## src/rtl/tcp_vlg_opt_parse_if.sv

```systemverilog
// Parsed-option payload types and the byte-stream/result interface for tcp_vlg_opt_parse.
// The package is kept here so the payload type travels with the interface that carries it.
package tcp_vlg_opt_parse_pkg;

  localparam int unsigned MAX_SACK          = 4;
  localparam int unsigned TCP_MAX_WIN_SCALE = 14;
  localparam int unsigned OPT_LEN_W         = 6;
  localparam int unsigned BYTE_W            = 8;

  typedef struct packed {
    logic        mss_pres;
    logic [15:0] mss;
  } tcp_opt_mss_t;

  typedef struct packed {
    logic       wnd_pres;
    logic [3:0] wnd;
  } tcp_opt_wnd_t;

  typedef struct packed {
    logic sack_perm_pres;
    logic sack_perm;
  } tcp_opt_sack_perm_t;

  // Block arrays are ascending so that block_pres reads block 0 first.
  typedef struct packed {
    logic                           sack_pres;
    logic [0:MAX_SACK-1]            block_pres;
    logic [0:MAX_SACK-1][31:0]      left;
    logic [0:MAX_SACK-1][31:0]      right;
  } tcp_opt_sack_t;

  typedef struct packed {
    logic        timestamp_pres;
    logic [31:0] snd;
    logic [31:0] rec;
  } tcp_opt_timestamp_t;

  typedef struct packed {
    logic mss_pres;
    logic wnd_pres;
    logic sack_perm_pres;
    logic sack_pres;
    logic timestamp_pres;
  } tcp_opt_pres_t;

  typedef struct packed {
    tcp_opt_mss_t       tcp_opt_mss;
    tcp_opt_wnd_t       tcp_opt_wnd;
    tcp_opt_sack_perm_t tcp_opt_sack_perm;
    tcp_opt_sack_t      tcp_opt_sack;
    tcp_opt_timestamp_t tcp_opt_timestamp;
    tcp_opt_pres_t      tcp_opt_pres;
  } tcp_opt_t;

endpackage

interface tcp_vlg_opt_parse_if;
  import tcp_vlg_opt_parse_pkg::*;

  logic                 hdr_val;
  logic [OPT_LEN_W-1:0] opt_len;
  logic [BYTE_W-1:0]    rx_dat;
  logic                 rx_val;
  tcp_opt_t             opt;
  logic                 opt_val;
  logic                 opt_err;

  modport master (
    output hdr_val, opt_len, rx_dat, rx_val,
    input  opt, opt_val, opt_err
  );

  modport slave (
    input  hdr_val, opt_len, rx_dat, rx_val,
    output opt, opt_val, opt_err
  );

endinterface

```

## src/rtl/tcp_vlg_opt_parse.sv

```systemverilog
// TCP options parser: walks the option byte stream after the fixed header and
// captures MSS, window scale, SACK-permitted, SACK blocks and timestamps.
module tcp_vlg_opt_parse
  import tcp_vlg_opt_parse_pkg::*;
#(
  parameter int unsigned SACK_BLOCKS = 4
) (
  input  logic                 clk,
  input  logic                 rst_n,
  tcp_vlg_opt_parse_if.slave   bus
);

  localparam int unsigned CNT_W   = 6;
  localparam int unsigned STAGE_W = 64;

  typedef enum logic [2:0] {
    IDLE,
    KIND,
    LEN,
    DATA,
    SKIP,
    DONE
  } state_e;

  state_e                            state_q, state_d;
  logic [OPT_LEN_W-1:0]              remaining_q, remaining_d;
  logic [BYTE_W-1:0]                 kind_q, kind_d;
  logic [CNT_W-1:0]                  dlen_q, dlen_d;
  logic [CNT_W-1:0]                  cnt_q, cnt_d;
  logic                              apply_q, apply_d;
  logic [MAX_SACK-1:0][STAGE_W-1:0]  stage_q, stage_d;
  tcp_opt_t                          opt_q, opt_d;
  logic                              opt_val_q, opt_val_d;
  logic                              opt_err_q, opt_err_d;

  logic [OPT_LEN_W-1:0]              rem_after;
  logic                              last_byte;
  logic                              accept;
  logic                              commit;
  logic [2:0]                        nblk;
  logic [BYTE_W-1:0]                 wnd_byte;

  function automatic logic kind_known(input logic [BYTE_W-1:0] k);
    return (k == 8'd2) || (k == 8'd3) || (k == 8'd4) || (k == 8'd5) || (k == 8'd8);
  endfunction

  // Length rule for known kinds; unknown kinds accept any length >= 2.
  function automatic logic len_legal(input logic [BYTE_W-1:0] k, input logic [BYTE_W-1:0] l);
    case (k)
      8'd2:    return l == 8'd4;
      8'd3:    return l == 8'd3;
      8'd4:    return l == 8'd2;
      8'd5:    return (l >= 8'd10) && (l <= 8'd34) && (l[2:0] == 3'd2);
      8'd8:    return l == 8'd10;
      default: return 1'b1;
    endcase
  endfunction

  always_comb begin
    state_d     = state_q;
    remaining_d = remaining_q;
    kind_d      = kind_q;
    dlen_d      = dlen_q;
    cnt_d       = cnt_q;
    apply_d     = apply_q;
    stage_d     = stage_q;
    opt_d       = opt_q;
    opt_err_d   = opt_err_q;
    commit      = 1'b0;
    nblk        = 3'd0;
    wnd_byte    = 8'd0;

    rem_after = remaining_q - 6'd1;
    last_byte = (rem_after == 6'd0);
    accept    = bus.rx_val && ((state_q == KIND) || (state_q == LEN) ||
                               (state_q == DATA) || (state_q == SKIP));

    if (bus.hdr_val) begin
      opt_d       = tcp_opt_t'('0);
      opt_err_d   = 1'b0;
      remaining_d = bus.opt_len;
      kind_d      = 8'd0;
      dlen_d      = 6'd0;
      cnt_d       = 6'd0;
      apply_d     = 1'b0;
      state_d     = (bus.opt_len == 6'd0) ? DONE : KIND;
    end else if (state_q == DONE) begin
      state_d = IDLE;
    end else if (accept) begin
      remaining_d = rem_after;
      unique case (state_q)
        KIND: begin
          if (bus.rx_dat == 8'd0) begin
            state_d = last_byte ? DONE : SKIP;
          end else if (bus.rx_dat == 8'd1) begin
            state_d = last_byte ? DONE : KIND;
          end else begin
            kind_d  = bus.rx_dat;
            state_d = last_byte ? DONE : LEN;
          end
        end
        LEN: begin
          // Reject lengths that cannot fit in the bytes still owed by the segment.
          if ((bus.rx_dat < 8'd2) || ((bus.rx_dat - 8'd2) > {2'b00, rem_after})) begin
            opt_err_d = 1'b1;
            state_d   = last_byte ? DONE : SKIP;
          end else begin
            apply_d = kind_known(kind_q) && len_legal(kind_q, bus.rx_dat);
            if (kind_known(kind_q) && !len_legal(kind_q, bus.rx_dat)) begin
              opt_err_d = 1'b1;
            end
            dlen_d = 6'(bus.rx_dat - 8'd2);
            cnt_d  = 6'd0;
            if (bus.rx_dat == 8'd2) begin
              commit  = apply_d;
              state_d = last_byte ? DONE : KIND;
            end else begin
              state_d = DATA;
            end
          end
        end
        DATA: begin
          if (cnt_q < 6'd32) begin
            stage_d[cnt_q[4:3]][{3'd7 - cnt_q[2:0], 3'b000} +: 8] = bus.rx_dat;
          end
          cnt_d  = cnt_q + 6'd1;
          dlen_d = dlen_q - 6'd1;
          if (dlen_q == 6'd1) begin
            commit  = apply_q;
            state_d = last_byte ? DONE : KIND;
          end else if (last_byte) begin
            opt_err_d = 1'b1;
            state_d   = DONE;
          end
        end
        SKIP: begin
          if (last_byte) begin
            state_d = DONE;
          end
        end
        default: ;
      endcase
    end

    // Staged bytes become visible only once the whole option has arrived.
    if (commit) begin
      nblk     = cnt_d[5:3];
      wnd_byte = stage_d[0][63:56];
      case (kind_q)
        8'd2: begin
          opt_d.tcp_opt_mss.mss          = stage_d[0][63:48];
          opt_d.tcp_opt_mss.mss_pres     = 1'b1;
          opt_d.tcp_opt_pres.mss_pres    = 1'b1;
        end
        8'd3: begin
          opt_d.tcp_opt_wnd.wnd          = (wnd_byte > 8'(TCP_MAX_WIN_SCALE)) ?
                                           4'(TCP_MAX_WIN_SCALE) : wnd_byte[3:0];
          opt_d.tcp_opt_wnd.wnd_pres     = 1'b1;
          opt_d.tcp_opt_pres.wnd_pres    = 1'b1;
        end
        8'd4: begin
          opt_d.tcp_opt_sack_perm.sack_perm      = 1'b1;
          opt_d.tcp_opt_sack_perm.sack_perm_pres = 1'b1;
          opt_d.tcp_opt_pres.sack_perm_pres      = 1'b1;
        end
        8'd5: begin
          for (int unsigned i = 0; i < MAX_SACK; i++) begin
            if ((i < 32'(nblk)) && (i < SACK_BLOCKS)) begin
              opt_d.tcp_opt_sack.block_pres[i] = 1'b1;
              opt_d.tcp_opt_sack.left[i]       = stage_d[i][63:32];
              opt_d.tcp_opt_sack.right[i]      = stage_d[i][31:0];
            end else begin
              opt_d.tcp_opt_sack.block_pres[i] = 1'b0;
              opt_d.tcp_opt_sack.left[i]       = 32'd0;
              opt_d.tcp_opt_sack.right[i]      = 32'd0;
            end
          end
          opt_d.tcp_opt_sack.sack_pres   = 1'b1;
          opt_d.tcp_opt_pres.sack_pres   = 1'b1;
        end
        8'd8: begin
          opt_d.tcp_opt_timestamp.snd            = stage_d[0][63:32];
          opt_d.tcp_opt_timestamp.rec            = stage_d[0][31:0];
          opt_d.tcp_opt_timestamp.timestamp_pres = 1'b1;
          opt_d.tcp_opt_pres.timestamp_pres      = 1'b1;
        end
        default: ;
      endcase
    end

    opt_val_d = (state_d == DONE);
  end

  always_ff @(posedge clk or negedge rst_n) begin
    if (!rst_n) begin
      state_q     <= IDLE;
      remaining_q <= 6'd0;
      kind_q      <= 8'd0;
      dlen_q      <= 6'd0;
      cnt_q       <= 6'd0;
      apply_q     <= 1'b0;
      stage_q     <= '0;
      opt_q       <= tcp_opt_t'('0);
      opt_val_q   <= 1'b0;
      opt_err_q   <= 1'b0;
    end else begin
      state_q     <= state_d;
      remaining_q <= remaining_d;
      kind_q      <= kind_d;
      dlen_q      <= dlen_d;
      cnt_q       <= cnt_d;
      apply_q     <= apply_d;
      stage_q     <= stage_d;
      opt_q       <= opt_d;
      opt_val_q   <= opt_val_d;
      opt_err_q   <= opt_err_d;
    end
  end

  assign bus.opt     = opt_q;
  assign bus.opt_val = opt_val_q;
  assign bus.opt_err = opt_err_q;

endmodule

```

## src/flat_wrapper.sv

```systemverilog
// flat-port wrapper written by rule: the top's interface ports become plain ports
module tcp_vlg_opt_parse_flat import tcp_vlg_opt_parse_pkg::*;
#(
  parameter int unsigned SACK_BLOCKS = 4
)
  (clk, rst_n, bus_hdr_val, bus_opt_len, bus_rx_dat, bus_rx_val, bus_opt, bus_opt_val, bus_opt_err);
  tcp_vlg_opt_parse_if bus_i ();
  input  logic clk;
  input  logic rst_n;
  input wire logic [$bits(bus_i.hdr_val)-1:0] bus_hdr_val;
  input wire logic [$bits(bus_i.opt_len)-1:0] bus_opt_len;
  input wire logic [$bits(bus_i.rx_dat)-1:0] bus_rx_dat;
  input wire logic [$bits(bus_i.rx_val)-1:0] bus_rx_val;
  output wire logic [$bits(bus_i.opt)-1:0] bus_opt;
  output wire logic [$bits(bus_i.opt_val)-1:0] bus_opt_val;
  output wire logic [$bits(bus_i.opt_err)-1:0] bus_opt_err;
  assign bus_i.hdr_val = bus_hdr_val;
  assign bus_i.opt_len = bus_opt_len;
  assign bus_i.rx_dat = bus_rx_dat;
  assign bus_i.rx_val = bus_rx_val;
  assign bus_opt = bus_i.opt;
  assign bus_opt_val = bus_i.opt_val;
  assign bus_opt_err = bus_i.opt_err;
  tcp_vlg_opt_parse #(.SACK_BLOCKS(SACK_BLOCKS)) u_core (.clk(clk), .rst_n(rst_n), .bus(bus_i));
endmodule
```

## config.mk

```make
export PLATFORM = sky130hd
export DESIGN_NAME = tcp_vlg_opt_parse_flat
export DESIGN_NICKNAME = d
export VERILOG_FILES = /design/src/rtl/tcp_vlg_opt_parse_if.sv /design/src/rtl/tcp_vlg_opt_parse.sv /design/src/flat_wrapper.sv
export SDC_FILE = /design/constraint.sdc
export NUM_CORES = 1
export LEC_CHECK = 0
export ABC_CLOCK_PERIOD_IN_PS = 3300
export CORE_ASPECT_RATIO = 0.5
export CORE_MARGIN = 2
export CORE_UTILIZATION = 49
export CTS_CLUSTER_SIZE = 12
export DETAILED_ROUTE_END_ITERATION = 7
export GPL_TIMING_DRIVEN = 0
export MAX_ROUTING_LAYER = met4
export PLACE_DENSITY = 0.83
export SETUP_SLACK_MARGIN = 0.2
export SLEW_MARGIN = 10
export SYNTH_ARGS = -nofsm -noshare
export SYNTH_HDL_FRONTEND = slang
export SYNTH_SLANG_ARGS = --single-unit
export TNS_END_PERCENT = 50
```

## constraint.sdc

```tcl
create_clock -name clk -period 3.3 [get_ports clk]
set_clock_uncertainty 0.05 [all_clocks]
set_input_delay 0.99 -clock clk [delete_from_list [all_inputs] [get_ports clk]]
set_output_delay 0.99 -clock clk [all_outputs]
set_load 0.01 [all_outputs]
```

== Yosys cells after proc, flatten, opt, wreduce, memory -nomap -nowiden ==
Index checks and enable logic that the tools add are counted.

* Flip-flop bits (word level): 643
* Input port bits: 18
* Output and inout bits: 357

* $add $sub $neg: 6
* Order comparisons: 12
* Equal/unequal tests: 26
* Shift operators: 2
* Mux-type cells: 92
* Reduce and logical (&&, ||, !) cells: 27

{| class="wikitable"
|+ Operator list
! cell !! number
|-
| $mux 256 || 5
|-
| $mux 355 || 2
|-
| $mux 261 || 1
|-
| $bwmux 256 || 1
|-
| $mux 32 || 8
|-
| $demux 64 s2 || 1
|-
| $mux 6 || 11
|-
| $mux 65 || 1
|-
| $mux 64 || 1
|-
| $shift 8x8->64 const A || 1
|-
| $shiftx 8x8->64 || 1
|-
| $mux 8 || 6
|-
| $mux 3 || 12
|-
| $mux 1 || 33
|-
| $eq 8x2->1 const B || 4
|-
| $eq 8x3->1 const B || 3
|-
| $pmux 6 s2 || 2
|-
| $mux 17 || 1
|-
| $eq 8x4->1 const B || 2
|-
| $logic_not 6->1 || 2
|-
| $pmux 3 s4 || 1
|-
| $sub 6x1->6 const B || 2
|-
| $eq 3x2->1 const B || 3
|-
| $eq 3x3->1 const B || 3
|-
| other kinds (36) || 58
|}

== Logic depth before layout (Yosys ltp) ==
* Word-level depth: 17
* Mapped depth: 15

== Least setup slack after synthesis ==
No wires, ideal clock.

* Path type: in2reg
* From: in bus_rx_dat[1]
* To: reg u_core.opt_q (netlist bit u_core.bus.opt[346])
* Data arrival time: 3.827 ns
* Required time: 3.114 ns
* Path slack: -0.714 ns
* Stages: 14
* Path buffers: 2
* Cells stage by stage: inv_1 -> ha_1 -> nand2_1 -> xnor2_1 -> ha_1 -> a211oi_1 -> nand2_1 -> o21ai_1 -> nand3_1 -> o41a_1 -> or4_1 -> buf_2 -> buf_6 -> mux2i_1

{| class="wikitable"
|+ RTL lines
! item !! line !! RTL
|-
| start: declaration || flat_wrapper.sv:12 || <nowiki>input wire logic [$bits(bus_i.rx_dat)-1:0] bus_rx_dat;</nowiki>
|-
| end signal: assignment || tcp_vlg_opt_parse.sv:203 || <nowiki>opt_q <= tcp_opt_t'('0);</nowiki>
|-
| end signal: assignment || tcp_vlg_opt_parse.sv:214 || <nowiki>opt_q <= opt_d;</nowiki>
|-
| end: declaration || tcp_vlg_opt_parse.sv:32 || <nowiki>tcp_opt_t opt_q, opt_d;</nowiki>
|}

==> impl_metrics.toml <==
[run_status]
status = "complete, but fails checks"
violations = "setup timing"

[grt]
track_usage_pct = 36.0
overflow = 0
grt_pass1_wl_mm = 147
antenna_found_initial = 5
grt_pass1_vias = 23600
grt_max_degree = 117

[worst_setup_path]
reg2reg_setup_slack_ns = -0.43
required_ns = 3.81
critPathLaunchType = "flop"
r2r-end = "u_core.bus.opt[163]"
crit_arrival_ns = 4.24
cp_max_fo = 7
worst_r2r_startpoint = "u_core.remaining_q[2]"
crit_type = "flop to flop"
rr_worst_depth = 16
crit_path_end_kind = "flop"

[pwr]
power_leakage_nw = 17.0
power_mw = 16.2
peakVddDrop_mv = 0.449
powerDensity_nw_per_um2 = 438

[routing]
routedWlPerCell_um = 28.8
wl_mm = 106
drt_pass1_iterations = 5
ant_nets = 0
viasPerCell = 6.39
met3_length_mm = 11.4
highest_layer = "met4"
met2WireLength_mm = 48.0
drt_iter0_markers = 3279
m1WireLength_mm = 37.5
drc = 0
vias = 23500

[logic_synthesis]
synth-edff-count = 0
yosysSeqAreaShare_pct = 61.1
ys_async_sr_fraction_pct = 100
synth_top_area_share_pct = 61.1
syn_area_per_cell_sq_um = 11.0
syn_area_sq_um = 26300
yosysMostFrequentCell = "dfrtp_1"
synth_area_leaders = "dfrtp_1 (61%), nand2_1 (5.5%), mux2_2 (3.7%)"
synth.distinct_cells = 68
synthCells = 2396
syn-num-nets = 2431
ys_warn_count = 0
ys_seq_elements = 643
synth_top_cell_by_area = "dfrtp_1"
synth_common_cells = "dfrtp_1 (643), nand2_1 (388), nor2_1 (167)"
ys.flop_type = "dfrtp_1"

[timing]
period_needed_ns = 3.73
slew_headroom_pct = 19.6
rsz0062_at_grt = "true"
slew_viol_final = 0
timing.fmax_mhz = 268
setup_viol = 315
layout_setup_ws_ns = -0.432
period_share_pct = 113
hold_viol = 0
tightest_slew_ns = 1.21

[floorplanning]
ioPinCount = 375
die_w_um = 332
start_util_pct = 49.3
die-area_sq_um = 55700
rows = 60
die_y_um = 168
core_area_sq_um = 53500

[placement]
io_buffers = 373
dpl.hpwl_mm = 61.3
dp.cells = 3488
gp_congestion = 0.927
dp_slack_ns = -2.45

[cts]
cts_made_buffers = 60
clock_path_buffers = 3
cts_root_buf = "clkbuf_16"
path_clk_slew_ns = 0.06
holdBufCountCts = 0
clock_latency_ns = 0.65
h-tree-depth = 2
cts_tree = "yes"
cts_sinks = 643

[hold_path]
hold_path.class = "primary input to async pin"

[layout]
area_growth_pct = 40.8
fin_nets = 2983
num-fill-cells = 3248
final_cells = 3674
drive_above_1_share_pct = 24.5

[flow_run]
cap_violations = 0
## worst max-delay path: stages, from the launching register on
cell	delay, ns
dfrtp_1	0.41
or3_4	0.43
nor3_4	0.20
xnor2_2	0.12
ha_4	0.29
o21a_1	0.13
o22a_1	0.22
o21ai_4	0.12
buf_6	0.14
a311oi_4	0.26
buf_6	0.16
nor2_4	0.05
nor4_4	0.39
buf_6	0.27
buf_12	0.13
buf_16	0.11
a22o_1	0.17
## report_power, final
group | switching (mW) | leakage, nW | internal (mW)
Sequential | 0.0929 | 8.96 | 8.00
Combinational | 1.15 | 7.26 | 0.492
Clock | 3.06 | 0.808 | 3.44
Total | 4.30 | 17.0 | 11.9
## worst max-delay path by stage
stage / startpoint / end / depth (start not counted)
2_1_floorplan: bus_rx_dat[4] / u_core.bus.opt[346] / 14
3_3_place_gp: rst_n / u_core.bus.opt[310] / 1
3_5_place_dp: bus_rx_dat[2] / u_core.bus.opt[350] / 15
5_1_grt: u_core.remaining_q[2] / u_core.bus.opt[313] / 15
6_report: u_core.remaining_q[2] / u_core.bus.opt[163] / 16
4_1_cts: u_core.remaining_q[2] / u_core.bus.opt[347] / 13
## cells by family (layout without fill, tap and decap cells)
group | count (synthesis) | in the layout | synth area share [%]
buffers and inverters | 244 | 806 | 3.80
adders and majority gates | 17 | 17 | 0.808
muxes | 152 | 152 | 6.19
other | 0 | 3 | 0
xor gates and xnor gates | 17 | 17 | 0.565
DFF | 643 | 643 | 61.1
and+or+nand+nor | 839 | 839 | 14.6
AOI/OAI and AO/OA | 484 | 484 | 13.0
## routing by layer
| metal | global-route usage, % | vias to the layer above |
|---|---|---|
| met5 | - | - |
| met4 | 22.1 | 0 |
| met3 | 9.57 | 605 |
| met2 | 55.4 | 1791 |
| met1 | 42.8 | 11800 |
| li1 | - | 9287 |
## cell usage in the layout, fill, tap and decap left out, types with 60 or more instances in the layout
cell type / netlist / final
nor2_1: 167 / 117
o21ai_2: 45 / 60
clkbuf_16: 0 / 73
inv_1: 87 / 85
mux2_2: 86 / 85
nand2_1: 388 / 383
and2_1: 90 / 87
nand3_1: 91 / 79
dfrtp_1: 643 / 643
clkdlybuf4s50_1: 0 / 367
a211oi_2: 1 / 62
o21ai_0: 121 / 104
## cell type report
type | instances | area (sq um) | area share, %
antenna | 3 | 7.51 | 0.0203
tap | 713 | 892 | 2.41
sequential | 643 | 16100 | 43.4
clock buffer | 67 | 1550 | 4.18
multi-input combinational | 1509 | 11000 | 29.7
timing repair buffer | 490 | 5690 | 15.4
clock inverter | 5 | 108 | 0.290
inverter | 87 | 334 | 0.901
buffer | 157 | 1390 | 3.74
## per-stage QoR
stage / hold WS [ns] / instance area (sq um) / setup TNS, ns / utilization, %
after floorplan: 0.395 / 26500 / -88.80 / -
after detailed placement: 0.406 / 31300 / -1004.68 / 58.6
after CTS: 0.235 / 36100 / -50.05 / 67.5
after global placement: 0.403 / 31100 / - / 58.2
final: 0.215 / 37100 / -86.54 / 69.3
after global routing: 0.260 / 37100 / -108.89 / 69.3
## what timing repair did
action	in CTS	in global routing
gates cloned	30	2
pin swaps	114	67
endpoints found under the setup margin	630	536
gates resized for setup	444	195
buffers inserted	62	17
## sequential cells by signal, summed over array words and instances (netlist names)
signal and flops:
u_core.bus.opt_err 1, u_core.bus.opt_val 1, u_core.kind_q 8, u_core.remaining_q 6
u_core.bus.opt 355, u_core.stage_q 256, u_core.apply_q 1, u_core.cnt_q 6
u_core.state_q 3, u_core.dlen_q 6
(Power assumes the default switching activity.)
